==> src/rtl/mQTree.sv <==
// Shared QTree_Int types: heap word and pointer layouts, node tags, child-field
// extraction, and the serializer's FSM state and stack-frame types.
package mQTree;

    localparam int QT_ADDR_W = 16;
    localparam int QT_WORD_W = 67;

    // bit0 = valid, [16:1] = heap address
    typedef logic [QT_ADDR_W:0]   Pointer_QTree_Int_t;
    // bit0 = valid, [2:1] = tag, [66:3] = payload
    typedef logic [QT_WORD_W-1:0] QTree_Int_t;

    typedef enum logic [1:0] {
        TAG_QNONE  = 2'd0,
        TAG_QVAL   = 2'd1,
        TAG_QNODE  = 2'd2,
        TAG_QERROR = 2'd3
    } qtree_tag_e;

    typedef logic [1:0] child_idx_t;

    // One pending QNode: its word plus the child currently being visited
    typedef struct packed {
        QTree_Int_t word;
        child_idx_t idx;
    } qframe_t;

    typedef enum logic [2:0] {
        S_IDLE,
        S_READ,
        S_WAIT,
        S_EMIT,
        S_NEXT,
        S_ERR
    } ser_state_e;

    function automatic qtree_tag_e tag_of(input QTree_Int_t word);
        return qtree_tag_e'(word[2:1]);
    endfunction

    // payload is word[66:3]; children occupy consecutive 16-bit fields c0..c3
    function automatic logic [QT_ADDR_W-1:0] child_of(input logic [63:0] payload,
                                                       input child_idx_t idx);
        logic [QT_ADDR_W-1:0] child;
        unique case (idx)
            2'd0: child = payload[15:0];
            2'd1: child = payload[31:16];
            2'd2: child = payload[47:32];
            2'd3: child = payload[63:48];
        endcase
        return child;
    endfunction

endpackage

==> src/rtl/qtree_frame_stack.sv <==
// LIFO of QNode frames for the postorder walk: push/pop, in-place update of
// the top frame's child index, combinational top and depth.
module qtree_frame_stack
    import mQTree::*;
#(
    parameter int DEPTH = 64
) (
    input  logic                         clk,
    input  logic                         reset,
    input  logic                         push_i,
    input  logic                         pop_i,
    input  logic                         upd_idx_i,
    input  child_idx_t                   idx_i,
    input  qframe_t                      push_frame_i,
    output qframe_t                      top_o,
    output logic [$clog2(DEPTH+1)-1:0]   depth_o
);

    localparam int DEPTH_W = $clog2(DEPTH + 1);
    localparam int PTR_W   = (DEPTH > 1) ? $clog2(DEPTH) : 1;

    qframe_t              mem_q [DEPTH];
    logic [DEPTH_W-1:0]   depth_q, depth_d;
    logic [PTR_W-1:0]     wr_ptr, top_ptr;
    logic                 full, empty;

    assign full    = (depth_q == DEPTH_W'(DEPTH));
    assign empty   = (depth_q == '0);
    assign wr_ptr  = PTR_W'(depth_q);
    assign top_ptr = PTR_W'(depth_q - DEPTH_W'(1));
    assign top_o   = mem_q[top_ptr];
    assign depth_o = depth_q;

    always_comb begin
        depth_d = depth_q;
        if (push_i && !full) begin
            depth_d = depth_q + DEPTH_W'(1);
        end else if (pop_i && !empty) begin
            depth_d = depth_q - DEPTH_W'(1);
        end
    end

    // NOTE: frame storage has no reset; clearing depth_q alone makes every stale entry unreachable.
    always_ff @(posedge clk) begin
        if (push_i && !full) begin
            mem_q[wr_ptr] <= push_frame_i;
        end else if (upd_idx_i && !empty) begin
            mem_q[top_ptr].idx <= idx_i;
        end
    end

    always_ff @(posedge clk) begin
        if (reset) begin
            depth_q <= '0;
        end else begin
            depth_q <= depth_d;
        end
    end

endmodule

==> src/rtl/qtree_int_serializer.sv <==
// Walks a QTree_Int held in a word-addressed heap and streams its nodes in
// postorder (c0..c3, then the node) as AXI-stream words; tlast marks the root.
module qtree_int_serializer
    import mQTree::*;
#(
    parameter int STACK_DEPTH = 64,
    parameter int ADDR_W      = 16
) (
    input  logic               clk,
    input  logic               reset,
    input  Pointer_QTree_Int_t root_d,
    output logic               root_r,
    output Pointer_QTree_Int_t rd_addr_d,
    input  logic               rd_addr_r,
    input  QTree_Int_t         rd_data_d,
    output logic               rd_data_r,
    output QTree_Int_t         o_QTree_Int_tdata,
    output logic               o_QTree_Int_tvalid,
    input  logic               o_QTree_Int_tready,
    output logic               o_QTree_Int_tlast,
    output logic               err,
    output logic [15:0]        node_count
);

    localparam int DEPTH_W = $clog2(STACK_DEPTH + 1);

    ser_state_e          state_q, state_d;
    logic [ADDR_W-1:0]   cur_q, cur_d;
    QTree_Int_t          out_q, out_d;
    logic [15:0]         node_count_q, node_count_d;

    logic                push, pop, upd_idx;
    child_idx_t          next_idx;
    qframe_t             push_frame, top;
    logic [DEPTH_W-1:0]  depth;
    logic                stack_empty, stack_full;

    assign stack_empty = (depth == '0);
    assign stack_full  = (depth == DEPTH_W'(STACK_DEPTH));
    assign node_count  = node_count_q;

    qtree_frame_stack #(
        .DEPTH (STACK_DEPTH)
    ) u_stack (
        .clk          (clk),
        .reset        (reset),
        .push_i       (push),
        .pop_i        (pop),
        .upd_idx_i    (upd_idx),
        .idx_i        (next_idx),
        .push_frame_i (push_frame),
        .top_o        (top),
        .depth_o      (depth)
    );

    // NOTE: every output and next-state value gets a default first, so no path can infer a latch.
    always_comb begin
        state_d            = state_q;
        cur_d              = cur_q;
        out_d              = out_q;
        node_count_d       = node_count_q;
        push               = 1'b0;
        pop                = 1'b0;
        upd_idx            = 1'b0;
        next_idx           = top.idx + 2'd1;
        push_frame         = '{word: rd_data_d, idx: 2'd0};
        root_r             = 1'b0;
        rd_addr_d          = '0;
        rd_data_r          = 1'b0;
        o_QTree_Int_tdata  = '0;
        o_QTree_Int_tvalid = 1'b0;
        o_QTree_Int_tlast  = 1'b0;
        err                = 1'b0;

        unique case (state_q)
            S_IDLE: begin
                root_r = 1'b1;
                if (root_d[0]) begin
                    cur_d        = root_d[ADDR_W:1];
                    node_count_d = '0;
                    state_d      = S_READ;
                end
            end
            S_READ: begin
                rd_addr_d = {cur_q, 1'b1};
                if (rd_addr_r) begin
                    state_d = S_WAIT;
                end
            end
            S_WAIT: begin
                rd_data_r = 1'b1;
                if (rd_data_d[0]) begin
                    if (tag_of(rd_data_d) == TAG_QNODE) begin
                        if (stack_full) begin
                            state_d = S_ERR;
                        end else begin
                            push    = 1'b1;
                            cur_d   = child_of(rd_data_d[66:3], 2'd0);
                            state_d = S_READ;
                        end
                    end else begin
                        out_d   = rd_data_d;
                        state_d = S_EMIT;
                    end
                end
            end
            S_EMIT: begin
                o_QTree_Int_tvalid = 1'b1;
                o_QTree_Int_tdata  = {out_q[66:1], 1'b1};
                o_QTree_Int_tlast  = stack_empty;
                if (o_QTree_Int_tready) begin
                    node_count_d = node_count_q + 16'd1;
                    state_d      = stack_empty ? S_IDLE : S_NEXT;
                end
            end
            S_NEXT: begin
                // a node is emitted only after all four of its children
                if (top.idx != 2'd3) begin
                    upd_idx = 1'b1;
                    cur_d   = child_of(top.word[66:3], next_idx);
                    state_d = S_READ;
                end else begin
                    pop     = 1'b1;
                    out_d   = top.word;
                    state_d = S_EMIT;
                end
            end
            S_ERR: begin
                err = 1'b1;
            end
            default: begin
                state_d = S_IDLE;
            end
        endcase
    end

    // NOTE: sequential state uses non-blocking assignments so every register samples pre-edge values.
    always_ff @(posedge clk) begin
        if (reset) begin
            state_q      <= S_IDLE;
            cur_q        <= '0;
            out_q        <= '0;
            node_count_q <= '0;
        end else begin
            state_q      <= state_d;
            cur_q        <= cur_d;
            out_q        <= out_d;
            node_count_q <= node_count_d;
        end
    end

endmodule

==> config.mk <==
export PLATFORM = sky130hd
export DESIGN_NAME = qtree_int_serializer
export DESIGN_NICKNAME = d
export VERILOG_FILES = /design/src/rtl/mQTree.sv /design/src/rtl/qtree_frame_stack.sv /design/src/rtl/qtree_int_serializer.sv
export SDC_FILE = /design/constraint.sdc
export NUM_CORES = 2
export LEC_CHECK = 0
export BUFFER_PORTS_ARGS = -buffer_cell sky130_fd_sc_hd__buf_2
export CAP_MARGIN = 20
export CORE_UTILIZATION = 30
export CTS_CLUSTER_DIAMETER = 30
export DETAILED_ROUTE_END_ITERATION = 12
export PLACE_DENSITY = 0.56
export SETUP_SLACK_MARGIN = 0.5
export SLEW_MARGIN = 10
export SYNTH_ARGS = -nofsm -noshare
export SYNTH_HDL_FRONTEND = slang
export SYNTH_MEMORY_MAX_BITS = 65536
export SYNTH_SLANG_ARGS = --single-unit
==> constraint.sdc <==
create_clock -name clk -period 14.7 [get_ports clk]
set_input_delay 0 -clock clk [delete_from_list [all_inputs] [get_ports clk]]
set_output_delay 0 -clock clk [all_outputs]
set_load 0.03 [all_outputs]
==> After elaboration in Yosys (flattened, before gate mapping) <==
Memory sizes are Yosys's and may differ from the RTL's.
Index checks and enable logic that the tools add are counted.
{ "op_classes": {"mux": 48, "eq_ne": 20, "add_sub_neg": 4, "n_bitwise": 1, "n_reduce_logical": 17} }
{ "ops": {"columns": ["cell", "count"], "rows": [
  ["67-bit 2-to-1 mux", 4],
  ["67-bit case mux with 2 select lines", 1],
  ["16-bit 2-to-1 mux", 7],
  ["69-bit 2-to-1 mux", 1],
  ["69-bit OR reduction", 1],
  ["16-bit case mux with 4 select lines", 1],
  ["16-bit case mux with 3 select lines", 1],
  ["16-bit case mux with 2 select lines", 1],
  ["3-bit 2-to-1 mux", 7],
  ["2-bit != test, second input constant", 10],
  ["1-bit 2-to-1 mux", 18],
  ["3-bit case mux with 6 select lines", 1],
  ["17-bit 2-to-1 mux", 1],
  ["16-bit by 1-bit adder with 16-bit output, second input constant", 1],
  ["7-bit 2-to-1 mux", 2],
  ["7-bit by 1-bit adder with 7-bit output, second input constant", 1],
  ["7-bit == test, second input constant", 1],
  ["7-bit logical NOT", 1],
  ["7-bit by 1-bit subtractor with 7-bit output, second input constant", 1],
  ["2-bit == test, second input constant", 3],
  ["3-bit by 2-bit == test with 1-bit output, second input constant", 2],
  ["3-bit == test, second input constant", 2],
  ["6-bit 2-to-1 mux", 1],
  ["6-bit AND reduction", 1],
  ["other kinds (14)", 20]
]} }
{ "totals": {"wordCells": 96, "ramBits": 4416, "memories": 1, "in_bits": 88, "ff_bits": 109} }
{ "mem_list": {"columns": ["memory", "depth", "width", "read_ports", "rd_clocked_by_memory_dff", "wr", "line_no", "text"], "rows": [
  ["u_stack.mem_q", 64, 69, 1, 0, 1, "qtree_frame_stack.sv:22", "qframe_t mem_q [DEPTH];"]
]} }

==> Depth between registers and ports, before layout <==
An unclocked memory read counts as a cell.
{ "logic_depth": {"depth_word": 11, "depth_mapped": 27} }

==> Cells and area by module <==
From an unflattened synthesis, not the netlist that was laid out.
{ "hier_totals": {"hier_cells": 8355, "hier_area_um2": 176025.1} }
{ "by_module_without_submodules": {"columns": ["mod", "area_per_inst_um2", "instances", "cells_per_inst", "seq_area_each_um2"], "rows": [
  ["qtree_frame_stack", 170084.4, 1, 7582, 132747.3],
  ["qtree_int_serializer", 5940.7, 1, 773, 2021.9]
]} }

==> Least setup slack after synthesis <==
Ideal clock, no wire load.
{ "synth_timing": {"path_type": "reg2reg", "from": "register u_stack.depth_q[0] (netlist: u_stack.depth_o[0])", "to": "memory u_stack.mem_q[59][10] in the netlist's numbering (enable)", "slack_ns": 5.827, "synth_period_minus_slack_ns": 8.873, "stages_incl_launch_ff": 26, "arrival_ns": 8.382, "t_required_ns": 14.209, "n_path_buf": 12, "path_cell_list": "dfxtp_1 > buf_6 > buf_6 > buf_6 > buf_4 > buf_4 > inv_1 > clkbuf_1 > ha_1 > buf_4 > buf_4 > buf_2 > clkbuf_1 > mux4_2 > mux4_2 > mux4_2 > ha_1 > clkbuf_1 > nand2b_1 > a21oi_2 > nand2_1 > nor2_1 > a32oi_1 > nand2b_1 > clkbuf_1 > nor2_1"} }
{ "synth_via": {"elab_chain_len": 11, "elab_cells_between_ends": 23, "cone_classes": "add/sub (1); eq/ne (2); mux (13); reduce/logical (6); memory (1)"} }
{ "synth_rtl": {"columns": ["element", "line_no", "text"], "rows": [
  ["start, declared", "qtree_frame_stack.sv:23", "logic [DEPTH_W-1:0] depth_q, depth_d;"],
  ["start signal, assigned", "qtree_frame_stack.sv:56", "depth_q <= depth_d;"],
  ["7-bit by 1-bit subtractor with 7-bit output", "qtree_frame_stack.sv:30", "assign top_ptr = PTR_W'(depth_q - DEPTH_W'(1));"],
  ["memory 64 x 69 bit", null, null],
  ["2-bit != test", "qtree_int_serializer.sv:118", "if (top.idx != 2'd3) begin"],
  ["1-bit 2-to-1 mux", "qtree_int_serializer.sv:118", null],
  ["1-bit 2-to-1 mux", "qtree_int_serializer.sv:75", "unique case (state_q)"],
  ["1-bit logical AND", "qtree_frame_stack.sv:47", "end else if (upd_idx_i && !empty) begin"],
  ["1-bit 2-to-1 mux", "qtree_frame_stack.sv:47", null],
  ["1-bit 2-to-1 mux", "qtree_frame_stack.sv:45", "if (push_i && !full) begin"],
  ["1-bit 2-to-1 mux (not written as such)", "qtree_frame_stack.sv:48", "mem_q[top_ptr].idx <= idx_i;"],
  ["69-bit OR reduction (no source line)", null, null],
  ["6-bit 2-to-1 mux (no source line) / 2-bit 2-to-1 mux (equally long branches)", null, null],
  ["end, declared", "qtree_frame_stack.sv:22", null]
]} }
Parallel ways exist; a longest one is shown, timed or not.

==> Final worst setup path <==
{ "layout_timing": {"from": "register u_stack.depth_q[0] (netlist: u_stack.depth_o[0])", "to": "memory u_stack.mem_q[9][32] in the netlist's numbering (enable)"} }
Same word-level chain as after synthesis.

==> results.cfg <==
[timing]
hold_viol_final = 0
relSlewSlack_pct = 8.593
finalCritPeriodShare_pct = 63.29
max_freq_mhz = 107.5
setup_viol = 0
drv_slew = 0
finalSetupTns_ns = 0
fin_crit_ns = 9.304
worst_pin_slew_ns = 1.371
rsz0062_at_grt = no
fin_worst_skew_ns = 0.1797

[cts]
path_clk_slew_ns = 0.05
cts.htree.levels = 6
cts_resized = 0
clockBufferDepth = 4
cts_buffers = 862
cts_tree = yes
clkLatencyLatePin_ns = 1.20
cts-root-buf = clkbuf_16
numClockSinks = 4460
postCtsSetupBuffers = 0

[cells_and_area]
finish.utilization_pct = 37.72
final_common_cell = edfxtp_1
drive_gt1_share_pct = 32.65
fill_cells = 51630
area_delta_synth_final_pct = 25.27
layout_common_cells = edfxtp_1, mux4_2, clkbuf_16
final_nets = 9435

[floorplanning]
die_h_um = 763.0
start_util_pct = 30.11
die_w_um = 763.0
ios = 193
die_area_mm2 = 0.5822
coreArea_mm2 = 0.5770
rows = 279

[worst_setup_path]
path_class = register to register
required_ns = 15.36
worstReg2RegStart = u_stack.depth_o[0]
cp.arrival_ns = 9.97
crit_start = u_stack.depth_o[0]
reg2reg_depth = 17
cp-start-kind = register
cp_max_fo = 46
worst-r2r-setup-slack_ns = 5.40
endpoint_kind = register
endpoint = u_stack.mem_q[9][32]
rr_endpoint = u_stack.mem_q[9][32]

[global_route]
antenna_found_initial = 62
track_usage_pct = 19.42
grt.overflow.total = 0
grt_pass1_vias = 95540
grt_max_degree = 92
grt_pass1_wl_um = 792400

[power]
peakVddDrop_v = 0.0001354
cellLeakagePower_nw = 68.76
power.density_mw_per_mm2 = 161.4

[drt]
antenna_left = 0
vias = 96460
wl_met2_um = 264400
first_iter_violations = 14310
wl_met3_um = 70440
finalWirelength_um = 582100
top_layer = met5
wl_per_cell_um = 32.58
drc = 48
drt-met1-wl_um = 228900
dr.pass1.iters = 10
viasPerCell = 5.398

[logic_synthesis]
synthCells = 8293
yosysWarnings = 0
async_reset_ff_share_pct = 0
synth_ff_type = edfxtp_1
avgSynthCellArea_um2 = 20.95
synth.net_count = 8389
synth-edff-count = 4352
yosysUniqueCellTypes = 89
syn-cell-area_mm2 = 0.1738
yosysSeqAreaShare_pct = 76.46
synth-seq-cells = 4460

[place]
io_buffers = 192
place_congestion = 0.8647
hpwl_um = 339100

[job]
cap_violations = 0

[run_status]
status = finished, violations left
violations = design-rule violations

[worst_hold_path]
min_path_type = input pin to register
-- kinds of logic (layout without fill, tap and decap cells) --
| group | count (synthesis) | in the layout | synth area share (%) |
|---|---|---|---|
| adder cells (fa/ha/maj) | 8 | 8 | 0.05761 |
| flip-flops | 4460 | 4460 | 76.46 |
| multiplexers | 1287 | 1287 | 15.77 |
| AO/OA/AOI/OAI | 535 | 535 | 2.225 |
| AND/OR/NAND/NOR | 1465 | 1465 | 3.776 |
| other | 0 | 40 | 0 |
| buffers and inverters | 519 | 2328 | 1.613 |
| XOR/XNOR | 19 | 19 | 0.1044 |
-- worst min path at each step --
stage,end,cells past startpoint,startpoint
finish,out_q[56],6,rd_data_d[56]
global placement,out_q[36],3,rd_data_d[36]
detailed placement,out_q[36],3,rd_data_d[36]
CTS,out_q[56],6,rd_data_d[56]
global route,out_q[56],6,rd_data_d[56]
floorplan,out_q[34],2,rd_data_d[34]
-- sequential cells by signal, indices dropped and copies added, names as in the netlist --
register         count
cur_q               16
node_count          16
out_q               66
state_q              3
u_stack.depth_o      7
u_stack.mem_q     4352
-- power breakdown --
part	internal, mW	switching, mW
sequential	14.0	0.0334
combinational	0.219	0.611
clock	13.2	7.06
total	27.4	7.71
-- Yosys cell counts, types with 5 or more instances --
cell	number	area, um2
or3_1	12	75.07
mux2i_1	126	1261
buf_2	134	670.6
o211ai_1	27	202.7
xnor2_1	8	70.07
mux4_2	1160	26130
dfxtp_1	108	2162
a32o_1	32	320.3
ha_1	8	100.1
a2111oi_0	11	96.34
a211oi_1	31	232.7
buf_6	24	270.3
nor3_1	17	85.08
a31oi_1	48	300.3
o21ai_0	48	240.2
a311oi_1	7	61.31
buf_4	117	878.3
a32oi_1	51	446.7
a221oi_1	11	96.34
edfxtp_1	4352	130700
and2_1	93	581.8
o21ai_1	5	25.02
nand2b_1	16	100.1
and3_1	101	631.9
nand4_1	48	300.3
inv_1	12	45.04
buf_1	33	123.9
a21oi_1	128	640.6
nor2_1	268	1006
o2111ai_1	11	96.34
o22ai_1	13	81.33
xor2_1	9	78.83
a22oi_1	19	142.6
clkbuf_1	190	713.2
nand3_1	209	1046
nand2_1	678	2545
a21o_1	11	82.58
o32ai_1	11	96.34
-- through the flow --
step	power (mW)	setup WS, ns	instance area [um2]	hold slack [ns]	cells
2_1_floorplan	14.61	5.827	173800	0.1844	8293
3_3_place_gp	15.00	5.676	185000	0.3252	16030
3_5_place_dp	15.03	5.601	185200	0.3136	16040
4_1_cts	35.27	5.472	217500	0.01500	17820
5_1_grt	35.92	5.205	217600	0.07040	17840
6_report	35.14	5.396	217700	0.08114	17870
-- worst max-delay path, cell delays in order, from the launching register on --
cell and delay [ns]:
dfxtp_4 0.83, inv_1 0.16, buf_4 0.38, ha_4 0.84, mux4_2 0.41, mux4_2 0.52
mux4_2 0.58, ha_2 0.22, buf_4 0.31, nand2b_1 0.31, a21oi_2 0.36, nand2_1 0.19
nor2_1 0.24, a22oi_1 0.30, nand2b_1 0.74, nor2_4 0.85, buf_4 0.68, buf_4 0.61
-- per-layer routing --
metal,vias up,track usage [%]
met5,-,0
met1,52130,26.52
li1,37040,-
met2,6374,29.72
met4,14,6.059
met3,902,5.974
-- final cells by class --
| cell class | instances | area, um2 | share of cell area (%) |
|---|---|---|---|
| Antenna cell | 40 | 100.1 | 0.04599 |
| Clock buffer | 965 | 22170 | 10.19 |
| Inverter | 15 | 56.30 | 0.02587 |
| Multi-Input combinational cell | 3314 | 38870 | 17.86 |
| Tap cell | 7727 | 9668 | 4.442 |
| Timing Repair Buffer | 686 | 5424 | 2.492 |
| Clock inverter | 662 | 8523 | 3.916 |
| Sequential cell | 4460 | 132900 | 61.04 |
-- timing repair --
action / in CTS / in global routing
setup endpoints to repair: 0 / 0
hold buffers: 157 / 0
hold endpoints to repair: 3579 / 0
Note: power is estimated with default switching activity, not from simulation.
